`config.mk`:
```
export PLATFORM = sky130hd
export DESIGN_NAME = rr_muxn_reg
export DESIGN_NICKNAME = d
export VERILOG_FILES = /design/src/rtl/rr_muxn_reg.sv
export SDC_FILE = /design/constraint.sdc
export NUM_CORES = 1
export LEC_CHECK = 0
export BUFFER_PORTS_ARGS = -buffer_cell sky130_fd_sc_hd__buf_4
export CORE_UTILIZATION = 45
export DETAILED_ROUTE_END_ITERATION = 10
export GPL_ROUTABILITY_DRIVEN = 0
export HOLD_SLACK_MARGIN = 0.02
export MAX_ROUTING_LAYER = met4
export PLACE_DENSITY = 0.87
export SLEW_MARGIN = 10
export SYNTH_ARGS = -nofsm -noshare
export SYNTH_HDL_FRONTEND = slang
export SYNTH_SLANG_ARGS = --single-unit
```
`constraint.sdc`:
```
create_clock -name clk -period 2.6 [get_ports clk]
set_input_delay 0.39 -clock clk [delete_from_list [all_inputs] [get_ports clk]]
set_output_delay 0.39 -clock clk [all_outputs]
set_load 0.1 [all_outputs]
```
`src/rtl/rr_muxn_reg.sv`:
```
// rtl/rr_muxn_reg.sv - N-channel registered mux with round-robin or fixed-priority grant
module rr_muxn_reg #(
  parameter int WIDTH = 32,
  parameter int NCH   = 4,
  parameter int SELW  = 2,
  parameter bit RR    = 1'b1
) (
  input  logic                 clk,
  input  logic                 rst,
  input  logic [NCH-1:0]       in_valid,
  input  logic [NCH*WIDTH-1:0] in_data,
  output logic [NCH-1:0]       in_ready,
  output logic                 out_valid,
  output logic [WIDTH-1:0]     out_data,
  output logic [SELW-1:0]      out_ch,
  input  logic                 out_ready
);

  // The index width is derived by the integrator; a mismatch would silently
  // truncate channel numbers, so refuse to elaborate.
  if (SELW != $clog2(NCH)) begin : g_bad_selw
    $error("rr_muxn_reg: SELW must equal clog2(NCH)");
  end

  logic [SELW-1:0] ptr;
  logic [SELW-1:0] grant;
  logic [SELW-1:0] cand;
  logic            found;
  logic            load;

  // Channel k positions after base, wrapping at NCH (NCH need not be a power of two).
  function automatic logic [SELW-1:0] wrap_idx(input logic [SELW-1:0] base, input int k);
    int s;
    s = int'(base) + k;
    if (s >= NCH) s = s - NCH;
    return SELW'(s);
  endfunction

  // The output stage can accept a word when empty or being drained this cycle.
  assign load = !out_valid || out_ready;

  // Arbitration: first valid channel scanning from ptr (RR) or from 0 (fixed).
  always_comb begin
    found = 1'b0;
    grant = '0;
    cand  = '0;
    for (int k = 0; k < NCH; k++) begin
      if (!found) begin
        cand = RR ? wrap_idx(ptr, k) : SELW'(k);
        if (in_valid[cand]) begin
          found = 1'b1;
          grant = cand;
        end
      end
    end
  end

  // Only the granted channel sees ready, and only when the stage can load.
  always_comb begin
    in_ready = '0;
    if (load && found && !rst) in_ready[grant] = 1'b1;
  end

  // Output stage and round-robin pointer; only the granted slice of in_data is read.
  always_ff @(posedge clk or posedge rst) begin
    if (rst) begin
      out_valid <= 1'b0;
      out_data  <= '0;
      out_ch    <= '0;
      ptr       <= '0;
    end else if (load) begin
      if (found) begin
        out_valid <= 1'b1;
        out_data  <= in_data[grant*WIDTH +: WIDTH];
        out_ch    <= grant;
        if (RR) ptr <= (grant == SELW'(NCH - 1)) ? '0 : grant + 1'b1;
      end else begin
        out_valid <= 1'b0;
      end
    end
  end

endmodule

```
======== Yosys cells after proc, flatten, opt, wreduce, memory -nomap -nowiden ========
Cells that the tools add are included.
Widths: inputs -> output; s select.
cells by class
  add/sub/neg operators ................... 8
  $lt $le $gt $ge ......................... 10
  eq/ne operators ......................... 1
  shift-type cells ........................ 1
  muxes and demuxes ....................... 34
  reductions and logical operators ........ 7
operators with widths
  cell                 number
  $shiftx 128x8->32    1
  $mux 2               15
  $lt 2x3->1 const B   5
  $mux 1               13
  $ge 3x3->1 const B   3
  $bmux 1 s2           4
  $sub 2x1->2 const B  4
  $add 2x2->3 const B  2
  $mux 4               1
  $add 2x1->3 const B  1
  $ge 2x3->1 const B   1
  $logic_and 1x1->1    3
  $add 2x1->2 const B  1
  $demux 1 s2          1
  $eq 2x2->1 const B   1
  $ge 2x1->1 const B   1
  $logic_not 1->1      2
  $reduce_and 2->1     1
  $logic_or 1x1->1     1
storage, ports and cells
  flip-flop bits (word level) ............. 37
  input bits .............................. 135
  output and inout port bits .............. 39
  logic and storage cells ................. 65

======== Depth between registers and ports, before layout ========
  depth in word-level cells ............... 25
  depth in mapped cells ................... 9
  gate-level depth less buffers ........... 7

======== Worst setup path before layout ========
No wires, ideal clock.
  path kind ............................... register -> output
  from .................................... register out_valid
  to ...................................... output in_ready[0]
  arrival time ............................ 4.200 ns
  required time ........................... 2.210 ns
  slack ................................... -1.990 ns
  stages on the path, launching flop included .. 4
  buffers on the path ..................... 1
  path through ............................ dfrtp_1 a21o_1 clkbuf_1 nor4_1
on the way
  longest elaborated chain between the ends .. 5
ends and longest elaborated chain
  what                            RTL line  text
  from (decl)                     13        output logic out_valid,
  from (signal assigned)          67        out_valid <= 1'b0;
  from (signal assigned)          73        out_valid <= 1'b1;
  from (signal assigned)          78        out_valid <= 1'b0;
  $logic_not 1->1                 40        assign load = !out_valid || out_ready;
  $logic_or 1x1->1                40
  $logic_and 1x1->1 (2 in a row)  61        if (load && found && !rst) in_ready[grant] = 1'b1;
  $mux 4                          61
  to (decl)                       12        output logic [NCH-1:0] in_ready,
Every way passes these cells.

======== Final worst setup path ========
  from .................................... register ptr[1]
  to ...................................... output in_ready[3]
on the way
  longest elaborated chain between the ends .. 17
  elaborated cells between the ends (all ways) .. 48
  those cells by class .................... add/sub (7); order compare (6); mux (32); reduce/logical (3)
ends and longest elaborated chain
  what                                                                   RTL line  text
  from (decl)                                                            25        logic [SELW-1:0] ptr;
  from (signal assigned)                                                 76        if (RR) ptr <= (grant == SELW'(NCH - 1)) ? '0 : grant + 1'b1;
  $add 2x1->3                                                            34        s = int'(base) + k;
  $ge 3x3->1 / $sub 2x1->2 (equally long branches)                       35        if (s >= NCH) s = s - NCH;
  $mux 2                                                                 35
  $mux 2                                                                 48        if (!found) begin
  $bmux 1 s2                                                             50        if (in_valid[cand]) begin
  $mux 1 (not written as such)                                           50
  $mux 2                                                                 50
  $mux 2                                                                 48
  $mux 2                                                                 50
  $mux 2                                                                 48
  $mux 2                                                                 50
  $mux 2                                                                 48
  $lt 2x3->1 (not written as such) / $ge 2x1->1 (equally long branches)  61
  $logic_and 1x1->1 (not written as such)                                61
  $mux 1 (not written as such)                                           61
  $demux 1 s2                                                            61
  $mux 4 *                                                               61
Mark *: on every way between the ends. The rest lies on a longest branch, timed or not. The select of a mux whose other input is x is not followed.

==> impl_metrics.ini <==
[yosys]
synth_common_cells = 37 x dfrtp_1, 33 x o21ai_0, 32 x a211oi_1
synth-edff-count = 0
synth-compound-area-share = 0.370
yosys.area_share.simple = 0.0627
syn_area_um2 = 2450
synth_top_family_by_area = compound AO/OA/AOI/OAI gates
synth_cell_types = 29
synth_area_leaders = dfrtp_1 38%, mux2i_1 13%, a211oi_1 9.8%
synth_fa_ha_area_frac = 0.00510
ys.flop_type = dfrtp_1
yosysSeqAreaShare = 0.377
ys_seq_elements = 37
synth_top_area_frac = 0.377
synth_area_per_cell_um2 = 9.36
syn_nets = 398
synthArstFlopShare = 1.00
yosysTopAreaCell = dfrtp_1
ys_warn_count = 0
synth_most_common_cell = dfrtp_1
synth_xor_xnor_area_share = 0
syn_inst = 262
muxShareOfSynthArea = 0.126

[timing]
tightest_slew_ns = 0.725
post-route-period-util = 0.934
fmax_mhz = 412
setup_ws_ns = 0.172
worst_clock_skew_ns = 0.00778
rsz0062_at_grt = no
timing.setup.tns_ns = 0
relSlewSlack = 0.517
setup-violations-final = 0
period_needed_ns = 2.43
finalHoldViolations = 0
maxSlewViolCount = 0

[die]
die_w_um = 75.8
rows = 26
die_h_um = 75.8
die_area_um2 = 5750
ios = 174
coreArea_um2 = 5170
initial_core_util = 0.474

[global_routing]
grt_max_degree = 38
antenna_found_initial = 0
grt_usage = 0.303
grt-ovfl-total = 0
grt_pass1_wl_um = 12600
grt_pass1_vias = 2690

[cells_and_area]
final_cell_area_um2 = 3980
antenna_cells = 0
n_fill_cell = 382
regArea_um2 = 927
nNetsFinal = 561
multi_input_area_um2 = 1440
area_delta_synth_final_pct = 62.1
drive_gt1_frac = 0.469

[cts]
cts_inserted_buffers = 5
insertion_delay_ns = 0.28
htreeDepth = 2
clkTransAtPathRegs_ns = 0.08
cts_tree = yes
cts_setup_buffers = 0
cts-root-buf = clkbuf_8
clockBufferDepth = 2
cts_resized = 0
cts_num_sinks = 37

[power]
ir_worst_vdd_mv = 0.867
p_leak_nw = 1.95
powerDensity_nw_per_um2 = 1310
totalPowerFinal_w = 0.00520

[detailed_routing]
firstDrtPassIters = 4
drt-total-wl_um = 8260
antenna_left = 0
vias_per_cell = 5.69
vias = 2821
drt_iter0_markers = 114
wire_per_inst_um = 16.7
route.detailed.drc = 0

[setup_path]
arrival_ns = 2.04
end_kind = output pin
crit_required_ns = 2.21
critical_path.max_fanout = 7
path_class = flop to output pin
crit_path_start_kind = flop

[hold_path]
min_path_type = input pin to flop

[place]
numPortBuffers = 173
dp_hpwl_um = 5870
dp_slack_ns = 0.382
placed_area_um2 = 3860

[flow_run]
maxCapViolCount = 0

[status]
status = finished, final reports clean
[critical path: stages, from the launching register on]
cell	delay [ns]
dfrtp_1	0.49
nor4b_4	0.38
nor2_4	0.12
inv_2	0.13
ha_1	0.18
and3_1	0.16
buf_4	0.29
[registers in the layout, summed over array words and instances (netlist names)]
signal,flops
out_data,32
out_ch,2
ptr,2
out_valid,1
[metal layers]
metal	global-route usage	up-vias	part of all wire
li1	-	1341	-
met1	0.353	1348	0.39
met2	0.524	124	0.53
met3	0.0635	8	0.067
met4	0.0926	0	0.013
met5	-	-	0
[stage by stage]
stage	hold WS, ns	cells	utilization
after detailed placement	0.327	487	0.746
after global routing	0.351	496	0.769
after global placement	0.318	487	0.746
after floorplan	0.499	262	-
after CTS	0.340	496	0.769
final	0.350	496	0.769
[final timing paths]
| check | to | slack (ns) | cells past startpoint | start |
|---|---|---|---|---|
| worst max-delay path | in_ready[3] | 0.17 | 6 | ptr[1] |
| worst min-delay path | out_valid | 0.35 | 3 | in_valid[2] |
| worst max register to register | out_data[9] | 0.55 | 6 | ptr[0] |
| worst min register to register | out_data[21] | 0.49 | 2 | out_data[21] |
| max in group asynchronous | out_valid | 1.31 | 4 | rst |
| min in group asynchronous | out_data[21] | 0.59 | 3 | rst |
[cells in the final DEF (no fill, tap or decap), drive strengths merged, types with 2 or more instances in the layout]
cell type,Yosys,final
a211oi,32,32
a21oi,2,2
buf,10,183
clkbuf,18,6
dfrtp,37,37
inv,4,4
mux2i,31,31
nand2,10,10
nand2b,3,3
nor2,3,3
nor2b,2,2
nor4,3,3
o211a,2,2
o21a,31,31
o21ai,33,33
o22ai,31,31
o31ai,2,2
[timing repair]
action / in CTS / in global routing
endpoints found under the hold margin: 2 / 0
hold buffers: 1 / 0
setup endpoints to repair: 0 / 0
[cell type report]
class	instances	area share
clock buffer	6	0.0183
clock inverter	2	0.00881
inverter	4	0.00378
multi-input combinational	193	0.363
sequential	37	0.233
tap	70	0.0220
timing repair buffer	184	0.351
[report_power, final]
group	leakage (nW)	internal, W	switching [W]
Clock	0.0552	0.000285	0.000206
Sequential	0.434	0.000831	0.000157
Combinational	1.46	0.000976	0.00275
[kinds of logic after synthesis]
group / Yosys count
multiplexers: 31
buffers and inverters: 32
flip-flops: 37
AND/OR/NAND/NOR: 25
adder cells (fa/ha/maj): 1
AO/OA/AOI/OAI: 136
(Power assumes the default switching activity.)
